[src/rtl/sram_bus_arbiter.sv]
// Two-port arbiter for the shared SRAM I/O bus: round-robin grant, fixed-length
// bus access, registered read data and a one-cycle ack per completed access.
module sram_bus_arbiter #(
  parameter int ACC_CYCLES = 2
) (
  input  logic        iCLK,
  input  logic        iRST,
  input  logic        iReq0,
  input  logic        iReq1,
  input  logic        iWe0,
  input  logic        iWe1,
  input  logic [3:0]  iBE0,
  input  logic [3:0]  iBE1,
  input  logic [31:0] iAddr0,
  input  logic [31:0] iAddr1,
  input  logic [31:0] iWData0,
  input  logic [31:0] iWData1,
  output logic        oAck0,
  output logic        oAck1,
  output logic [31:0] oRData0,
  output logic [31:0] oRData1,
  output logic        oReadEnable,
  output logic        oWriteEnable,
  output logic [3:0]  oByteEnable,
  output logic [31:0] oAddress,
  output logic [31:0] oWriteData,
  input  logic [31:0] iReadData,
  output logic [1:0]  oDbgState
);

  localparam int CW = (ACC_CYCLES > 1) ? $clog2(ACC_CYCLES) : 1;
  localparam logic [CW-1:0] CNT_LOAD = CW'(ACC_CYCLES - 1);

  typedef enum logic [1:0] {
    S_IDLE   = 2'd0,
    S_ACCESS = 2'd1,
    S_ACK    = 2'd2
  } state_t;

  state_t        state_q, state_d;
  logic          rr_q, rr_d;
  logic          gnt_q, gnt_d;
  logic [CW-1:0] cnt_q, cnt_d;
  logic          re_q, re_d;
  logic          we_q, we_d;
  logic [3:0]    be_q, be_d;
  logic [31:0]   addr_q, addr_d;
  logic [31:0]   wdata_q, wdata_d;
  logic          ack0_q, ack0_d;
  logic          ack1_q, ack1_d;
  logic [31:0]   rdata0_q, rdata0_d;
  logic [31:0]   rdata1_q, rdata1_d;
  logic          pick;

  // Handshake: a requester holds iReqN (and its fields) high until oAckN pulses;
  // the arbiter samples requests only in IDLE, so a grant is never revoked.
  always_ff @(posedge iCLK or posedge iRST) begin
    if (iRST) begin
      state_q  <= S_IDLE;
      rr_q     <= 1'b1;
      gnt_q    <= 1'b0;
      cnt_q    <= '0;
      re_q     <= 1'b0;
      we_q     <= 1'b0;
      be_q     <= '0;
      addr_q   <= '0;
      wdata_q  <= '0;
      ack0_q   <= 1'b0;
      ack1_q   <= 1'b0;
      rdata0_q <= '0;
      rdata1_q <= '0;
    end else begin
      state_q  <= state_d;
      rr_q     <= rr_d;
      gnt_q    <= gnt_d;
      cnt_q    <= cnt_d;
      re_q     <= re_d;
      we_q     <= we_d;
      be_q     <= be_d;
      addr_q   <= addr_d;
      wdata_q  <= wdata_d;
      ack0_q   <= ack0_d;
      ack1_q   <= ack1_d;
      rdata0_q <= rdata0_d;
      rdata1_q <= rdata1_d;
    end
  end

  // On a tie the port that did not win last time is chosen.
  assign pick = (iReq0 && iReq1) ? ~rr_q : iReq1;

  always_comb begin
    state_d  = state_q;
    rr_d     = rr_q;
    gnt_d    = gnt_q;
    cnt_d    = cnt_q;
    re_d     = re_q;
    we_d     = we_q;
    be_d     = be_q;
    addr_d   = addr_q;
    wdata_d  = wdata_q;
    ack0_d   = 1'b0;
    ack1_d   = 1'b0;
    rdata0_d = rdata0_q;
    rdata1_d = rdata1_q;
    unique case (state_q)
      S_IDLE: begin
        if (iReq0 || iReq1) begin
          rr_d    = pick;
          gnt_d   = pick;
          cnt_d   = CNT_LOAD;
          re_d    = pick ? ~iWe1 : ~iWe0;
          we_d    = pick ? iWe1 : iWe0;
          be_d    = pick ? iBE1 : iBE0;
          addr_d  = pick ? iAddr1 : iAddr0;
          wdata_d = pick ? iWData1 : iWData0;
          state_d = S_ACCESS;
        end
      end
      S_ACCESS: begin
        if (cnt_q == '0) begin
          if (re_q) begin
            if (gnt_q) rdata1_d = iReadData;
            else       rdata0_d = iReadData;
          end
          ack0_d  = ~gnt_q;
          ack1_d  = gnt_q;
          re_d    = 1'b0;
          we_d    = 1'b0;
          be_d    = '0;
          addr_d  = '0;
          wdata_d = '0;
          state_d = S_ACK;
        end else begin
          cnt_d = cnt_q - CW'(1);
        end
      end
      S_ACK: state_d = S_IDLE;
      default: state_d = S_IDLE;
    endcase
  end

  assign oAck0        = ack0_q;
  assign oAck1        = ack1_q;
  assign oRData0      = rdata0_q;
  assign oRData1      = rdata1_q;
  assign oReadEnable  = re_q;
  assign oWriteEnable = we_q;
  assign oByteEnable  = be_q;
  assign oAddress     = addr_q;
  assign oWriteData   = wdata_q;
  assign oDbgState    = state_q;

endmodule
[config.mk]
export PLATFORM = sky130hd
export DESIGN_NAME = sram_bus_arbiter
export DESIGN_NICKNAME = d
export VERILOG_FILES = /design/src/rtl/sram_bus_arbiter.sv
export SDC_FILE = /design/constraint.sdc
export NUM_CORES = 1
export LEC_CHECK = 0
export BUFFER_PORTS_ARGS = -buffer_cell sky130_fd_sc_hd__buf_2
export CELL_PAD_IN_SITES_DETAIL_PLACEMENT = 0
export CELL_PAD_IN_SITES_GLOBAL_PLACEMENT = 1
export CORE_MARGIN = 4
export CORE_UTILIZATION = 31
export DETAILED_ROUTE_END_ITERATION = 10
export PLACE_DENSITY_LB_ADDON = 0.1
export SYNTH_ARGS = -nofsm -noshare
export SYNTH_HDL_FRONTEND = slang
export SYNTH_SLANG_ARGS = --single-unit
[constraint.sdc]
create_clock -name iCLK -period 4.53 [get_ports iCLK]
set_clock_uncertainty 0.1 [all_clocks]
set_input_delay 0.906 -clock iCLK [delete_from_list [all_inputs] [get_ports iCLK]]
set_output_delay 0.906 -clock iCLK [all_outputs]
set_load 0.02 [all_outputs]
==> results of run 1 <==
path summary, 6_finish.rpt:
path / depth (start not counted) / start / to / slack (ns)
min in group asynchronous: 3 / iRST / oWriteData[9] / 0.54
setup reg to reg: 4 / oDbgState[1] / oRData0[7] / 2.30
hold reg to reg: 1 / oAddress[23] / oAddress[23] / 0.38
max in group asynchronous: 3 / iRST / oReadEnable / 3.09
setup / recovery: 5 / iReq1 / oAddress[9] / 2.27
hold / removal: 1 / oAddress[23] / oAddress[23] / 0.38
kinds of logic after synthesis:
family	after synthesis	share of synthesized area, %
flip-flops	141	60.0
multiplexers	132	23.8
AND/OR/NAND/NOR	13	1.66
buffers and inverters	33	3.09
AO/OA/AOI/OAI	79	11.4
cell usage after synthesis (2+ instances only):
| cell | n | area share, % |
|---|---|---|
| a21oi_1 | 2 | 0.17 |
| buf_1 | 2 | 0.13 |
| buf_2 | 10 | 0.85 |
| buf_6 | 6 | 1.1 |
| clkbuf_1 | 12 | 0.77 |
| dfrtp_1 | 140 | 60 |
| inv_1 | 2 | 0.13 |
| mux2_1 | 4 | 0.77 |
| mux2_2 | 60 | 11 |
| mux2i_1 | 68 | 12 |
| nand2_1 | 2 | 0.13 |
| nor2_1 | 3 | 0.19 |
| o2bb2ai_1 | 68 | 10 |
power by group:
part	switching [mW]	internal, mW
clock network	0.581	0.833
registers	0.300	1.87
logic	1.68	1.04
sequential cells by signal (all words and copies together) (netlist names):
name	cells
oRData1	32
oDbgState	2
oAck1	1
oByteEnable	4
oRData0	32
gnt_q	1
oReadEnable	1
rr_q	1
oWriteData	32
oAck0	1
oAddress	32
oWriteEnable	1
cnt_q	1
per-stage QoR:
step           total power [mW]  instance area, sq um  util [%]  setup WS [ns]
6_report                   6.30                  8260      44.2           2.27
5_1_grt                    6.69                  8260      44.2           2.13
4_1_cts                    6.41                  8260      44.2           2.27
3_5_place_dp               4.96                  7660      40.9           1.82
3_3_place_gp               4.91                  7660      40.9           1.89
2_1_floorplan              3.95                  5880         -           1.76
final cells by class:
class                   instances  share of cell area, %
clock buffers                  17                   5.15
well taps                     234                   3.54
clock inverters                15                   2.15
inverters                       3                  0.182
repair buffers                317                   19.7
flip-flops and latches        141                   42.7
multi-input cells             224                   26.6
routing by layer:
metal,track usage (%),part of all wire [%]
met4,4.27,1.7
met1,17.8,39
met5,0,0
met3,6.42,8.1
met2,27.3,51
==> flow_metrics.py, run 1 <==
metrics = {
    "power_and_ir_drop": {
        "p_leak_nw": 4.12,
        "power_density_mw_per_mm2": 763,
        "ir_drop_mv": 0.321,
    },
    "die": {
        "initial_core_util_pct": 31.4,
        "io_pins": 312,
        "dieHeight_um": 146,
        "core_area_sq_mm": 0.0187,
        "die_x_um": 146,
        "dieArea_sq_mm": 0.0212,
        "std_cell_rows": 50,
    },
    "setup_path": {
        "crit_fanout": 59,
        "critPathCaptureType": "flip-flop",
        "cp-start-kind": "primary input",
        "slowest_stage": "a21boi_4",
        "slowest_delay_ns": 0.53,
        "cp_num_buf_inv": 2,
        "critPathKind": "primary input to flip-flop",
        "worstPathRequired_ns": 4.70,
        "critical_path.cell_chain": "buf_2 -> a21boi_4 -> buf_12 -> mux2i_1 -> o2bb2ai_1",
        "crit_arrival_ns": 2.44,
        "critPathTopFamily": "compound AO/OA/AOI/OAI gates",
    },
    "yosys": {
        "async_reset_ff_share_pct": 100,
        "syn-cell-area_sq_mm": 0.00588,
        "syn-instance-count": 398,
        "syn_area_per_cell_sq_um": 14.8,
        "synth_edf_count": 0,
        "synth_top_flop_cell": "dfrtp_1",
        "synth-seq-cells": 141,
        "ys_seq_area_share_pct": 60.0,
        "synth_cell_type_count": 32,
        "syn_nets": 572,
        "yosysWarnings": 0,
    },
    "global_routing": {
        "grt_pass1_wl_um": 26400,
        "grt_max_degree": 142,
        "antenna_found_initial": 0,
        "track_usage_pct": 15.7,
        "overflow": 0,
        "first_global_vias": 4758,
    },
    "clock_network": {
        "post_cts_buffers": 0,
        "cts_sinks": 141,
        "clk_pin_slew_ns": 0.06,
        "numCtsBuffers": 17,
        "cts.repair.resized": 0,
        "cts_tree": "built",
        "clockBufferDepth": 2,
        "clock_latency_ns": 0.42,
        "hold_buffers": 0,
        "cts_root_buffer": "clkbuf_16",
        "h-tree-depth": 4,
    },
    "detailed_routing": {
        "drt-total-wl_um": 16700,
        "vias_per_cell": 4.68,
        "routedWlPerCell_um": 17.6,
        "ant_nets": 0,
        "drc": 0,
        "drtIter0Drc": 133,
        "firstDrtPassIters": 4,
        "vias": 4446,
    },
    "timing": {
        "finalCritPeriodShare_pct": 49.9,
        "slew_headroom_pct": 43.6,
        "finalSetupViolCount": 0,
        "fmax_ghz": 0.442,
        "hold-worst-slack_ns": 0.380,
        "rsz0062_at_grt": "no",
        "min_period_ns": 2.26,
        "drv_slew": 0,
        "hold_violations": 0,
        "tightest_slew_ns": 0.846,
        "setup_tns_ns": 0,
    },
    "worst_hold_path": {
        "hp-class": "flip-flop to flip-flop",
    },
    "layout": {
        "final_common_cell": "buf_2",
        "n_antenna_cell": 0,
        "drive_gt1_share_pct": 58.3,
        "multi_input_area_sq_mm": 0.00219,
        "fillers": 1754,
        "mostFrequentLayoutCells": "buf_2, dfrtp_1, mux2i_1, o2bb2ai_1, mux2_2",
        "syn2layout_area_growth_pct": 40.5,
        "regArea_sq_mm": 0.00353,
        "nets": 878,
        "stdcell_count": 951,
    },
    "placement": {
        "gp_congestion": 0.756,
        "place_hpwl_um": 12200,
        "place_inst": 919,
        "port_buffers": 311,
    },
    "status": {
        "outcome": "completed",
    },
    "flow_run": {
        "cap_viol_max_count": 0,
    },
}
(Power assumes the default switching activity.)
==> run 2, diff against run 1 <==
Settings changed: ABC_AREA from default to 1, CORE_UTILIZATION 31 to 32.
Clock period 4.53 ns to 2.2 ns, I/O delays scaled along.
==> flow_metrics.py, run 2 <==
metrics = {
    "die": {
        "dieHeight_um": 151,
        "initial_core_util_pct": 32.5,
        "dieArea_sq_mm": 0.0229,
        "io_pins": 312,
        "std_cell_rows": 52,
        "die_x_um": 151,
        "core_area_sq_mm": 0.0202,
    },
    "global_routing": {
        "overflow": 0,
        "first_global_vias": 6324,
        "grt_max_degree": 76,
        "grt_pass1_wl_um": 33000,
        "antenna_found_initial": 5,
        "track_usage_pct": 18.5,
    },
    "setup_path": {
        "crit_fanout": 14,
        "worstPathRequired_ns": 1.66,
        "cp-startpoint": "oReadEnable",
        "slowest_delay_ns": 0.65,
        "cp-start-kind": "flip-flop",
        "critPathKind": "flip-flop to primary output",
        "critPathCaptureType": "primary output",
        "cp_num_buf_inv": 1,
        "critPathTopFamily": "flip-flops",
        "crit_arrival_ns": 1.32,
        "rr_startpoint": "oReadEnable",
        "slowest_stage": "dfrtp_1",
        "critical_path.cell_chain": "buf_2",
    },
    "yosys": {
        "async_reset_ff_share_pct": 100,
        "synth_top_flop_cell": "dfrtp_1",
        "syn-cell-area_sq_mm": 0.00657,
        "synth_edf_count": 0,
        "yosysTopAreaCellShare_pct": 53.3,
        "syn_nets": 1070,
        "syn_area_per_cell_sq_um": 7.33,
        "syn-instance-count": 896,
        "synth_common_cells": "nand2_1, inv_1, dfrtp_1, nand3_1, buf_2",
        "synth_area_leaders": "dfrtp_1, nand2_1, nand3_1",
        "synth_top_cell_by_area": "dfrtp_1",
        "yosysWarnings": 0,
        "synth_cell_type_count": 16,
        "ys_seq_area_share_pct": 53.7,
        "synth-seq-cells": 141,
        "synth.most_common_cell": "nand2_1",
    },
    "timing": {
        "setup_tns_ns": 0,
        "finalSetupViolCount": 0,
        "slew_headroom_pct": 66.2,
        "hold_violations": 0,
        "finalCritPeriodShare_pct": 84.7,
        "tightest_slew_ns": 0.508,
        "min_period_ns": 1.86,
        "drv_slew": 0,
        "rsz0062_at_grt": "no",
        "fmax_ghz": 0.537,
    },
    "power_and_ir_drop": {
        "p_leak_nw": 5.63,
        "power_density_mw_per_mm2": 1520,
        "ir_drop_mv": 0.541,
    },
    "clock_network": {
        "clockBufferDepth": 2,
        "numCtsBuffers": 17,
        "cts_root_buffer": "clkbuf_16",
        "clk_pin_slew_ns": 0.06,
        "h-tree-depth": 4,
        "cts.repair.resized": 0,
        "clock_latency_ns": 0.41,
        "cts_tree": "built",
        "cts_sinks": 141,
    },
    "layout": {
        "nets": 1372,
        "syn2layout_area_growth_pct": 38.2,
        "fillers": 2178,
        "final_common_cell": "nand2_1",
        "drive_gt1_share_pct": 30.5,
        "fin_area_sq_mm": 0.00908,
        "mostFrequentLayoutCells": "nand2_1, buf_2, inv_1, dfrtp_1, nand3_1",
    },
    "detailed_routing": {
        "firstDrtPassIters": 4,
        "drtIter0Drc": 257,
        "vias": 6384,
        "vias_per_cell": 4.31,
        "routedWlPerCell_um": 14.3,
        "ant_nets": 0,
        "drt-total-wl_um": 21100,
        "drc": 0,
    },
    "flow_run": {
        "cap_viol_max_count": 0,
    },
    "status": {
        "outcome": "completed",
    },
    "placement": {
        "dpl_cell_area_sq_mm": 0.00846,
        "port_buffers": 311,
        "gp_congestion": 0.789,
        "place_hpwl_um": 15300,
    },
    "worst_hold_path": {
        "hp-class": "primary input to flip-flop",
        "holdCritStartpoint": "iReadData[12]",
    },
}
[run 2: cell types whose count changed after synthesis, moves of 4 or more]
| cell | delta |
|---|---|
| o2bb2ai_1 | -68 |
| inv_1 | +139 |
| nand3_1 | +107 |
| buf_2 | +19 |
| mux2_1 | -4 |
| buf_6 | -5 |
| nand2_1 | +444 |
| mux2_2 | -60 |
| mux2i_1 | -68 |
| inv_2 | +4 |
[run 2: final cells by class]
cell class                 count  area, sq um  area share (%)
antenna                        1         2.50          0.0276
clock buffer                  19          443            4.88
clock inverter                13          163            1.79
inverter                     146          552            6.08
multi-input combinational    565         2280            25.2
sequential                   141         3530            38.9
tap                          270          338            3.72
timing repair buffer         327         1770            19.5
[run 2: path summary, 6_finish.rpt]
path | end | slack [ns] | depth (start not counted)
worst max-delay path | oReadEnable | 0.34 | 1
worst min-delay path | oRData1[12] | 0.14 | 3
worst max register to register | oRData1[9] | 0.54 | 5
worst min register to register | oByteEnable[3] | 0.37 | 2
max in group asynchronous | oAddress[24] | 0.93 | 4
min in group asynchronous | oRData1[28] | 0.38 | 3
[run 2: stage by stage]
step | power (mW) | hold slack [ns] | cells | setup slack, ns | util, %
floorplan | 8.57 | 0.343 | 896 | -0.102 | -
global placement | 11.0 | 0.272 | 1448 | 0.464 | 41.8
finish | 13.8 | 0.135 | 1482 | 0.337 | 44.9
global route | 14.9 | 0.129 | 1482 | 0.264 | 44.9
CTS | 14.1 | 0.112 | 1481 | 0.294 | 44.9
detailed placement | 11.0 | 0.271 | 1448 | 0.444 | 41.8
[run 2: cell families after synthesis]
family / after synthesis / share of synthesized area [%]
and+or+nand+nor: 562 / 34.4
AOI/OAI and AO/OA: 3 / 0.228
DFF: 141 / 53.7
buffers and inverters: 190 / 11.6
[run 2: power breakdown]
group	switching (mW)	leakage [nW]	internal (mW)
clock network	1.13	0.290	1.82
logic	4.26	3.62	2.03
registers	0.704	1.72	3.89
total	6.09	5.63	7.74
[run 2: repair_timing]
| item | in CTS | in global routing |
|---|---|---|
| hold endpoints to repair | 5 | 0 |
| hold buffers | 1 | 0 |
| endpoints found under the setup margin | 0 | 0 |
| setup buffers | 0 | 0 |
[run 2: per-layer routing]
layer | wire (um) | up-vias | GRT usage, % | part of all wire [%]
li1 | - | 3249 | - | -
met2 | 9790 | 233 | 29.7 | 46
met5 | 47 | - | 0 | 0.22
met4 | 362 | 8 | 5.89 | 1.7
met1 | 8850 | 2865 | 23.4 | 42
met3 | 2090 | 29 | 6.43 | 9.9
